[src/rtl/ped_request.sv]
// ---------------------------------------------------------------------------
// ped_request
//
// Pedestrian push-button request controller. The raw active-low button is
// synchronised, debounced, and turned into a single press event on the
// debounced rising edge. A three-state FSM (IDLE / REQ / LOCK) raises a held
// request, drops it on acknowledge and then enforces a cooldown during which
// further presses are discarded and flagged on o_Ignored.
//
// Parameters
//   DEB_CYC   debounce stability window in clock cycles (2 .. 2^24-1)
//   LOCK_CYC  post-acknowledge cooldown in clock cycles (2 .. 2^30-1)
//
// Ports
//   i_Clk      clock, all state changes on the rising edge
//   i_Rst      asynchronous active-high reset
//   i_Push     raw asynchronous button, 0 = pressed
//   i_Ack      consumer acknowledge, sampled on i_Clk
//   o_Req      registered request level, held until acknowledged
//   o_Pressed  registered debounced button level, 1 = pressed
//   o_Lock     high while the cooldown is running
//   o_Ignored  one-cycle pulse when a debounced press is discarded
// ---------------------------------------------------------------------------
module ped_request #(
   parameter int DEB_CYC  = 2_000_000,
   parameter int LOCK_CYC = 1_000_000_000
) (
   input  logic i_Clk,
   input  logic i_Rst,
   input  logic i_Push,
   input  logic i_Ack,
   output logic o_Req,
   output logic o_Pressed,
   output logic o_Lock,
   output logic o_Ignored
);

   typedef enum logic [1:0] {
      ST_IDLE = 2'd0,
      ST_REQ  = 2'd1,
      ST_LOCK = 2'd2
   } state_t;

   localparam logic [23:0] DEB_LAST  = 24'(DEB_CYC - 1);
   localparam logic [29:0] LOCK_LOAD = 30'(LOCK_CYC - 1);

   logic        sync1_q,       sync1_d;
   logic        sync2_q,       sync2_d;
   logic [23:0] deb_cnt_q,     deb_cnt_d;
   logic        pressed_q,     pressed_d;
   logic        pressed_dly_q, pressed_dly_d;
   state_t      state_q,       state_d;
   logic [29:0] lock_cnt_q,    lock_cnt_d;
   logic        req_q,         req_d;
   logic        lock_q,        lock_d;
   logic        ign_q,         ign_d;
   logic        press_evt_s;
   logic        level_s;

   // Synchroniser, debounce counter and debounced level
   always_comb begin
      sync1_d       = i_Push;
      sync2_d       = sync1_q;
      pressed_dly_d = pressed_q;
      pressed_d     = pressed_q;
      deb_cnt_d     = 24'd0;
      // Synchronised button converted to pressed polarity (1 = pressed)
      level_s       = ~sync2_q;
      if (level_s != pressed_q) begin
         if (deb_cnt_q == DEB_LAST) begin
            pressed_d = level_s;
            deb_cnt_d = 24'd0;
         end else begin
            deb_cnt_d = deb_cnt_q + 24'd1;
         end
      end else begin
         deb_cnt_d = 24'd0;
      end
   end

   // A press event is the cycle right after the debounced level rose
   assign press_evt_s = pressed_q & ~pressed_dly_q;

   // FSM next state and registered-output next values
   always_comb begin
      state_d    = state_q;
      lock_cnt_d = lock_cnt_q;
      req_d      = req_q;
      lock_d     = lock_q;
      ign_d      = 1'b0;
      case (state_q)
         ST_IDLE: begin
            if (press_evt_s) begin
               state_d = ST_REQ;
               req_d   = 1'b1;
            end else begin
               state_d = ST_IDLE;
            end
         end
         ST_REQ: begin
            // Ack wins over a coincident press; the press is only flagged
            ign_d = press_evt_s;
            if (i_Ack) begin
               state_d    = ST_LOCK;
               req_d      = 1'b0;
               lock_d     = 1'b1;
               lock_cnt_d = LOCK_LOAD;
            end else begin
               state_d = ST_REQ;
            end
         end
         ST_LOCK: begin
            ign_d = press_evt_s;
            if (lock_cnt_q == 30'd0) begin
               state_d = ST_IDLE;
               lock_d  = 1'b0;
            end else begin
               lock_cnt_d = lock_cnt_q - 30'd1;
            end
         end
         default: begin
            state_d    = ST_IDLE;
            lock_cnt_d = 30'd0;
            req_d      = 1'b0;
            lock_d     = 1'b0;
         end
      endcase
   end

   // State registers; synchroniser resets to the released level
   always_ff @(posedge i_Clk or posedge i_Rst) begin
      if (i_Rst) begin
         sync1_q       <= 1'b1;
         sync2_q       <= 1'b1;
         deb_cnt_q     <= 24'd0;
         pressed_q     <= 1'b0;
         pressed_dly_q <= 1'b0;
         state_q       <= ST_IDLE;
         lock_cnt_q    <= 30'd0;
         req_q         <= 1'b0;
         lock_q        <= 1'b0;
         ign_q         <= 1'b0;
      end else begin
         sync1_q       <= sync1_d;
         sync2_q       <= sync2_d;
         deb_cnt_q     <= deb_cnt_d;
         pressed_q     <= pressed_d;
         pressed_dly_q <= pressed_dly_d;
         state_q       <= state_d;
         lock_cnt_q    <= lock_cnt_d;
         req_q         <= req_d;
         lock_q        <= lock_d;
         ign_q         <= ign_d;
      end
   end

   assign o_Req     = req_q;
   assign o_Pressed = pressed_q;
   assign o_Lock    = lock_q;
   assign o_Ignored = ign_q;

endmodule

[config.mk]
export PLATFORM = sky130hd
export DESIGN_NAME = ped_request
export DESIGN_NICKNAME = d
export VERILOG_FILES = /design/src/rtl/ped_request.sv
export SDC_FILE = /design/constraint.sdc
export NUM_CORES = 1
export LEC_CHECK = 0
export ABC_CLOCK_PERIOD_IN_PS = 2950
export BUFFER_PORTS_ARGS = -buffer_cell sky130_fd_sc_hd__buf_4
export CORE_MARGIN = 2
export CORE_UTILIZATION = 52
export DETAILED_ROUTE_END_ITERATION = 8
export GPL_TIMING_DRIVEN = 0
export MAX_ROUTING_LAYER = met4
export PLACE_DENSITY_LB_ADDON = 0.1
export RECOVER_POWER = 50
export SYNTH_ARGS = -nofsm -noshare
export SYNTH_HDL_FRONTEND = slang
export SYNTH_SLANG_ARGS = --single-unit
[constraint.sdc]
create_clock -name i_Clk -period 2.95 [get_ports i_Clk]
set_clock_uncertainty 0.2 [all_clocks]
set_input_delay 0.885 -clock i_Clk [delete_from_list [all_inputs] [get_ports i_Clk]]
set_output_delay 0.885 -clock i_Clk [all_outputs]
set_load 0.02 [all_outputs]
==> results of run 1 <==
-- kinds of logic after synthesis --
family          share of synthesized area
mux                               0.00292
compound gates                      0.162
fa+ha+maj                          0.0182
simple gates                        0.257
xor+xnor                           0.0639
flops                               0.461
buf+inv                            0.0350
-- per-layer routing --
metal | track usage | vias up | share of wire | routed length (µm)
li1 | - | 1426 | - | -
met1 | 0.304 | 1399 | 0.46 | 3590
met2 | 0.381 | 51 | 0.49 | 3840
met3 | 0.0360 | 14 | 0.031 | 239
met4 | 0.117 | 0 | 0.021 | 165
met5 | - | - | 0 | 0
-- sequential cells by signal, summed over array words and instances (netlist names) --
| register | flops |
|---|---|
| deb_cnt_q | 24 |
| lock_cnt_q | 30 |
| o_Ignored | 1 |
| o_Lock | 1 |
| o_Pressed | 1 |
| o_Req | 1 |
| pressed_dly_q | 1 |
| state_q | 2 |
| sync1_q | 1 |
| sync2_q | 1 |
-- layout make-up --
class | instances | area, µm²
fill | 538 | 2490
multi-input combinational | 286 | 1750
sequential | 63 | 1580
clock buffer | 9 | 124
clock inverter | 7 | 120
tap | 77 | 96.3
timing repair buffer | 10 | 72.6
buffer | 15 | 61.3
inverter | 16 | 60.1
-- critical path, delay by kind of cell, from the launching register on --
family,cells,cell delay (ns)
buffers and inverters,1,0.36
and+or+nand+nor,4,1.30
AOI/OAI and AO/OA,1,0.22
DFF,1,0.44
-- synthesized netlist by cell type (all sizes together) --
library cell	number	area (µm²)
or2	4	25.0
nand2	22	82.6
or4b	1	10.0
or4	6	48.8
nand4b	1	8.76
xor2	14	123
mux2i	1	10.0
nand4	11	68.8
nor4	9	101
buf	3	15.0
dfrtp	61	1530
o31a	1	8.76
o311ai	3	26.3
inv	16	60.1
a21boi	1	7.51
a31o	2	17.5
nor3	18	101
and3	5	31.3
and2	1	6.26
a21oi	22	110
o2bb2ai	1	8.76
a211o	1	8.76
nor2b	1	6.26
o211ai	7	52.6
clkbuf	12	45.0
or3	5	31.3
o31ai	8	60.1
xnor2	11	96.3
a22oi	1	7.51
nand3	20	105
dfstp	2	52.6
a31oi	15	93.8
nor4b	2	23.8
nor2	52	195
o21ai	31	155
and4	4	35.0
ha	5	62.6
-- where the power goes --
part           internal, µW  switching [µW]  total, µW
combinational          7.61            25.8       33.5
sequential              869            4.86        874
clock                   564             360        923
total                  1440             390       1830
-- path summary, 6_finish.rpt --
check,startpoint,endpoint,slack [ns],depth (start not counted)
setup / recovery,lock_cnt_q[15],lock_cnt_q[23],0.26,6
hold / removal,sync1_q,sync2_q,0.16,0
setup reg to reg,lock_cnt_q[15],lock_cnt_q[23],0.26,6
hold reg to reg,sync1_q,sync2_q,0.16,0
max in group asynchronous,i_Rst,lock_cnt_q[1],0.53,3
min in group asynchronous,i_Rst,deb_cnt_q[12],0.60,2
-- through the flow --
step,power (µW),TNS [ns]
2_1_floorplan,913,0
3_3_place_gp,925,-33.24
3_5_place_dp,929,0
4_1_cts,1850,0
5_1_grt,1880,0
6_report,1830,0
-- timing repair --
action                     CTS  global route
hold buffers                 0             0
setup endpoints to repair    0            30
resized for setup            0             5
setup buffers                0             2
==> results.md, run 1 <==
### Worst setup path
* register — CP Capture Type
* nor4_4 — crit path max-delay cell type
* 10 — crit-path max FO
* 0.49 ns — largest stage delay on the critical path
* 2.94 ns — Required @ worst endpoint
* reg -> reg — CP Class
* register — crit path launch type
* 2.67 ns — arrival time of the worst setup path
* nor4_4 -> and4_1 -> clkbuf_1 -> nand3_1 -> nand4_1 -> o311ai_0 — cell-by-cell trace of the critical path

### Outcome
* finished clean — run status

### Power
* 0.00171 µW — Leakage
* 0.274 mV — worst supply voltage drop on vdd
* 474 nW/µm² — power per cell area

### Yosys
* 9.02 µm² — mean instance size in the synthesized netlist
* 0.461 — Seq/Total Area, Yosys
* 63 — number of synthesized register bits
* 389 — Synthesized Nets
* 3430 µm² — Cell Area, Synth
* 0 — count of yosys warnings during synthesis
* 44 — Netlist cell types
* 380 — synthesized netlist cell count

### Route
* 7830 µm — Detailed Route WL
* 0 — number of nets with antenna violations after routing
* 5.98 — Vias per Instance
* 4 — drt first pass iters
* 16.2 µm — DR WL/cell
* 0 — residual DRC count
* 2,890 — total number of vias
* 154 — drt first-iter violations

### Clock network
* 3 — Max H-tree Level
* 0.35 ns — clock latency on the worst-skew pair
* 0.07 ns — post-CTS clock slew at the launch and capture registers of the worst setup and hold paths
* 2 — maximum buffer depth of the clock tree
* 9 — CTS Buf Count
* done — TritonCTS clock tree
* 63 — number of sinks driven by the clock tree
* clkbuf_8 — Clk Tree Root Cell

### Placement
* 0.877 — weighted congestion reported at the end of routability-driven placement
* 5490 µm — HPWL after DPL
* 465 — cell total after placement
* 7 — count of input and output buffers
* 3600 µm² — Post-DP Area
* 0.0418 ns — post-placement worst setup slack

### Timing
* 0 — Slew Limit Fails
* 0.263 ns — final worst-path setup slack
* 0 — number of failing hold endpoints at the final stage
* 0.161 ns — worst hold-check slack
* 1.06 ns — Worst Tran Pin Value
* false — RSZ-0062 raised after global routing
* 0 — Final Setup Violations
* 2.69 ns — crit path time final
* 0.911 — final worst path period share
* 372 MHz — top achievable clock speed
* 0.295 — Slew HR

### Global route
* 0 — number of antenna violations at the first check in global routing
* 0 — residual overflow from global routing
* 36 — pin count of the biggest net entering global routing
* 2,841 — via count of the first global-routing pass
* 13,500 µm — wire length of the first global-routing pass
* 0.241 — GRT Resource Usage Total

### Final layout
* 0.116 — ratio of cells with drive above 1 in the final layout
* dfrtp_1 — commonest non-fill, non-tap cell in the layout
* 3860 µm² — finished layout cell area
* 0 — count of inserted antenna diode cells
* 410 — total number of nets in the final design
* dfrtp_1, nor2_1, o21ai_0 — leading cell types in the layout, fill and taps excluded
* 0.608 — post-layout utilization of the core
* 483 — final instance count without filler cells
* 12.6% — layout overhead on the synthesized area

### Die
* 6350 µm² — total core area
* 85.2 µm — vertical die dimension
* 0.540 — starting density of the core
* 7260 µm² — total die area
* 29 — number of core rows
* 85.2 µm — die width
* 8 — I/O pin count

### Run
* 0 — max-cap check violation count

### Min path
* reg -> reg — class of the tightest hold or removal check

No activity file was read; power rests on OpenSTA's default activity.
==> run 2: changes to the inputs <==
==> constraint.sdc (replaced) <==
create_clock -name i_Clk -period 2.95 [get_ports i_Clk]
set_clock_uncertainty 0.2 [all_clocks]
set_input_delay 0.295 -clock i_Clk [delete_from_list [all_inputs] [get_ports i_Clk]]
set_output_delay 0.295 -clock i_Clk [all_outputs]
set_load 0.02 [all_outputs]
==> run 2 against run 1 <==
Compared with the run above:
- via count up 0.42%
- final cell count up 0.41%
- critical path depth unchanged
- register-to-register slack about the same
- routed wire length up 0.24%
- critical path type unchanged
- worst hold slack worse by 0.15 ns
==> results.md, run 2 (synthesis gave the netlist of run 1 again) <==
### Outcome
* finished clean — run status

### Run
* 0 — max-cap check violation count

### Final layout
* 30 — Largest register FFs
* 12.8% — layout overhead on the synthesized area
* 3870 µm² — finished layout cell area
* dfrtp_1 — commonest non-fill, non-tap cell in the layout
* lock_cnt_q x30, deb_cnt_q x24, state_q x2 — largest registers
* 412 — total number of nets in the final design
* dfrtp_1, nor2_1, o21ai_0 — leading cell types in the layout, fill and taps excluded
* 0.108 — ratio of cells with drive above 1 in the final layout
* lock_cnt_q — largest register by flop count
* 0 — count of inserted antenna diode cells

### Timing
* 372 MHz — top achievable clock speed
* 0 — Final Setup Violations
* false — RSZ-0062 raised after global routing
* 0 ns — total negative slack
* 0 — Slew Limit Fails
* 1.05 ns — Worst Tran Pin Value
* 0.296 — Slew HR
* 0 — number of failing hold endpoints at the final stage
* 0.912 — final worst path period share
* 2.69 ns — crit path time final

### Power
* 0.00171 µW — Leakage
* 1830 µW — post-layout total power
* 474 nW/µm² — power per cell area
* 0.274 mV — worst supply voltage drop on vdd

### Die
* 8 — I/O pin count
* 29 — number of core rows
* 7260 µm² — total die area
* 85.2 µm — die width
* 85.2 µm — vertical die dimension
* 0.540 — starting density of the core
* 6350 µm² — total core area

### Worst setup path
* reg -> reg — CP Class
* register — CP Capture Type
* 2.94 ns — Required @ worst endpoint
* 10 — crit-path max FO
* 2.67 ns — arrival time of the worst setup path
* register — crit path launch type

### Global route
* 0.242 — GRT Resource Usage Total
* 0 — residual overflow from global routing
* 13,500 µm — wire length of the first global-routing pass
* 0 — number of antenna violations at the first check in global routing
* 2,861 — via count of the first global-routing pass
* 36 — pin count of the biggest net entering global routing

### Clock network
* 0.35 ns — clock latency on the worst-skew pair
* 0.07 ns — post-CTS clock slew at the launch and capture registers of the worst setup and hold paths
* done — TritonCTS clock tree
* 9 — CTS Buf Count
* clkbuf_8 — Clk Tree Root Cell
* 3 — Max H-tree Level
* 63 — number of sinks driven by the clock tree
* 2 — maximum buffer depth of the clock tree

### Route
* 16.2 µm — DR WL/cell
* 5.98 — Vias per Instance
* 0 — residual DRC count
* 7850 µm — Detailed Route WL
* 4 — drt first pass iters
* 2,902 — total number of vias
* 0 — number of nets with antenna violations after routing
* 164 — drt first-iter violations

### Placement
* 3600 µm² — Post-DP Area
* 5490 µm — HPWL after DPL
* 7 — count of input and output buffers
* 0.877 — weighted congestion reported at the end of routability-driven placement

### Min path
* in -> reg — class of the tightest hold or removal check

run 2: repair_timing:
item / in CTS / in global routing
hold buffers: 2 / 0
setup buffers: 0 / 2
endpoints found under the hold margin: 29 / 0
setup endpoints to repair: 0 / 30
resized for setup: 0 / 5
run 2: through the flow:
step / instances / hold slack [ns] / utilization / worst slack, ns
2_1_floorplan: 380 / 0.0995 / - / 0.584
4_1_cts: 483 / 0.00651 / 0.608 / 0.00743
3_5_place_dp: 465 / 0.150 / 0.567 / 0.0418
5_1_grt: 485 / 0.0352 / 0.609 / 0.0200
6_report: 485 / 0.00847 / 0.609 / 0.261
3_3_place_gp: 464 / 0.146 / 0.563 / 0.0422
run 2: layout make-up:
cell class / instances / area (µm²)
clock buffer: 9 / 124
inverter: 16 / 60.1
sequential: 63 / 1580
fill: 539 / 2480
tap: 77 / 96.3
clock inverter: 7 / 120
timing repair buffer: 12 / 81.3
buffer: 15 / 61.3
multi-input combinational: 286 / 1750
run 2: final timing paths:
| kind | cells after the start | slack, ns | to | startpoint |
|---|---|---|---|---|
| worst max register to register | 6 | 0.26 | lock_cnt_q[23] | lock_cnt_q[15] |
| max in group asynchronous | 4 | 0.57 | lock_cnt_q[1] | i_Rst |
| worst min-delay path | 3 | 0.008 | state_q[1] | i_Ack |
| min in group asynchronous | 3 | 0.57 | deb_cnt_q[12] | i_Rst |
| worst min register to register | 0 | 0.16 | sync2_q | sync1_q |
| worst max-delay path | 6 | 0.26 | lock_cnt_q[23] | lock_cnt_q[15] |
run 2: critical path, stage by stage (launching register included):
cell and delay [ns]:
dfrtp_1 0.44, nor4_4 0.49, and4_1 0.32, clkbuf_1 0.36
nand3_1 0.12, nand4_1 0.37, o311ai_0 0.22
run 2: power by group:
group | switching (µW) | total, µW | internal [µW]
registers | 4.86 | 874 | 869
clock network | 358 | 922 | 564
logic | 26.2 | 35.6 | 9.34
total | 389 | 1830 | 1440
run 2: routing by layer:
metal / track usage / routed length, µm
met2: 0.383 / 3890
met5: - / 0
met4: 0.117 / 165
met3: 0.0360 / 223
met1: 0.304 / 3570
==> run 3: changes to the inputs <==
Settings changed: ABC_CLOCK_PERIOD_IN_PS 2950 to 3350.
Clock period 2.95 ns to 3.35 ns, I/O delays scaled along.
==> run 3 against run 2 <==
Compared with the run above:
- design area decreased by 0.84%
- non-clock buffer count decreased by 2
- critical path depth increased by 2
- fmax decreased by 9.5%
- critical endpoint is now lock_cnt_q[10]
- global-route usage unchanged
- clock power decreased by 12%
- die area unchanged
==> results.md, run 3 (synthesis gave the netlist of run 1 again) <==
### Die
* 85.2 µm — die width
* 85.2 µm — vertical die dimension
* 8 — I/O pin count
* 6350 µm² — total core area
* 0.540 — starting density of the core
* 29 — number of core rows
* 7260 µm² — total die area

### Worst setup path
* 3.04 ns — arrival time of the worst setup path
* nor4b_2 — crit path max-delay cell type
* 10 — crit-path max FO
* register — CP Capture Type
* 0.50 ns — largest stage delay on the critical path
* inv_1 -> ha_1 -> nor4b_2 -> nand3_1 -> o31ai_1 -> clkbuf_1 -> o21ai_0 -> a21oi_1 — cell-by-cell trace of the critical path
* register — crit path launch type
* 3.42 ns — Required @ worst endpoint
* reg -> reg — CP Class

### Route
* 183 — drt first-iter violations
* 0 — number of nets with antenna violations after routing
* 0 — residual DRC count
* 7770 µm — Detailed Route WL
* 4 — drt first pass iters
* 2,890 — total number of vias
* 16.1 µm — DR WL/cell
* 5.98 — Vias per Instance

### Clock network
* 0 — cts repair resizes
* 0.07 ns — post-CTS clock slew at the launch and capture registers of the worst setup and hold paths
* 0.35 ns — clock latency on the worst-skew pair
* 3 — Max H-tree Level
* 0 — postcts setup bufs
* 2 — count of hold-fix buffers inserted at cts
* 63 — number of sinks driven by the clock tree
* done — TritonCTS clock tree
* 9 — CTS Buf Count
* 2 — maximum buffer depth of the clock tree
* clkbuf_8 — Clk Tree Root Cell

### Outcome
* finished clean — run status

### Placement
* 0.877 — weighted congestion reported at the end of routability-driven placement
* 7 — count of input and output buffers
* 5490 µm — HPWL after DPL

### Run
* 0 — max-cap check violation count

### Power
* 0.241 mV — worst supply voltage drop on vdd
* 0.00168 µW — Leakage
* 421 nW/µm² — power per cell area

### Final layout
* lock_cnt_q — largest register by flop count
* dfrtp_1 — commonest non-fill, non-tap cell in the layout
* 0.0961 — ratio of cells with drive above 1 in the final layout
* 0.604 — post-layout utilization of the core
* 410 — total number of nets in the final design
* 11.9% — layout overhead on the synthesized area
* dfrtp_1, nor2_1, o21ai_0 — leading cell types in the layout, fill and taps excluded
* 30 — Largest register FFs
* lock_cnt_q x30, deb_cnt_q x24, state_q x2 — largest registers
* 0 — count of inserted antenna diode cells

### Timing
* 1.07 ns — Worst Tran Pin Value
* 0 — Slew Limit Fails
* 0 — Final Setup Violations
* 2.97 ns — crit path time final
* 0 — number of failing hold endpoints at the final stage
* 337 MHz — top achievable clock speed
* 0.887 — final worst path period share
* 0 ns — total negative slack
* 0.283 — Slew HR
* false — RSZ-0062 raised after global routing

### Global route
* 0 — number of antenna violations at the first check in global routing
* 13,500 µm — wire length of the first global-routing pass
* 2,861 — via count of the first global-routing pass
* 36 — pin count of the biggest net entering global routing
* 0.242 — GRT Resource Usage Total
* 0 — residual overflow from global routing

### Min path
* in -> reg — class of the tightest hold or removal check

run 3: cell types whose count changed in the layout (fill, tap and decap cells not counted):
| cell | before | now |
|---|---|---|
| nand2_2 | 1 | 0 |
| nand2_1 | 21 | 22 |
| clkbuf_2 | 2 | 1 |
| nand3_1 | 18 | 19 |
| buf_4 | 4 | 2 |
| clkbuf_1 | 14 | 15 |
| nand3_2 | 2 | 1 |
| nor4b_2 | 0 | 1 |
| nor4b_4 | 1 | 0 |
run 3: final cells by class:
cell class / instances / area, µm²
Clock inverter: 7 / 120
Fill cell: 541 / 2510
Clock buffer: 9 / 124
Tap cell: 77 / 96.3
Multi-Input combinational cell: 286 / 1730
Buffer: 15 / 60.1
Timing Repair Buffer: 10 / 66.3
Inverter: 16 / 60.1
Sequential cell: 63 / 1580
run 3: critical path: cells and delay by family, from the launching register on:
| family | cells | cell delay (ns) |
|---|---|---|
| compound gates | 3 | 0.68 |
| fa+ha+maj | 1 | 0.23 |
| buf+inv | 2 | 0.51 |
| simple gates | 2 | 0.86 |
| flops | 1 | 0.41 |
run 3: worst paths after layout:
check                                    from              to  slack (ns)  depth (start not counted)
worst max-delay path            lock_cnt_q[0]  lock_cnt_q[10]        0.38                          8
worst min-delay path                    i_Ack      state_q[1]        0.05                          3
worst max register to register  lock_cnt_q[0]  lock_cnt_q[10]        0.38                          8
worst min register to register        sync1_q         sync2_q        0.16                          0
max in group asynchronous               i_Rst   lock_cnt_q[1]        0.91                          4
min in group asynchronous               i_Rst   deb_cnt_q[16]        0.61                          3
run 3: metrics by stage:
| stage | cells | worst slack (ns) | hold slack (ns) | cell area, µm² | power (µW) |
|---|---|---|---|---|---|
| floorplan | 380 | 0.984 | 0.139 | 3430 | 804 |
| global placement | 464 | 0.402 | 0.146 | 3580 | 815 |
| detailed placement | 465 | 0.442 | 0.150 | 3600 | 818 |
| CTS | 483 | 0.407 | 0.0465 | 3860 | 1630 |
| global route | 483 | 0.0794 | 0.0752 | 3830 | 1660 |
| finish | 483 | 0.380 | 0.0460 | 3830 | 1610 |
run 3: power breakdown:
part / switching, µW / internal (µW) / leakage [µW]
sequential: 4.27 / 765 / 0.000871
clock: 317 / 496 / 0.000120
combinational: 23.2 / 8.23 / 0.000687
run 3: metal layers:
layer,track usage,vias up,share of wire
li1,-,1430,-
met1,0.304,1380,0.46
met2,0.383,66,0.48
met3,0.0360,14,0.039
met4,0.117,0,0.024
met5,-,-,0
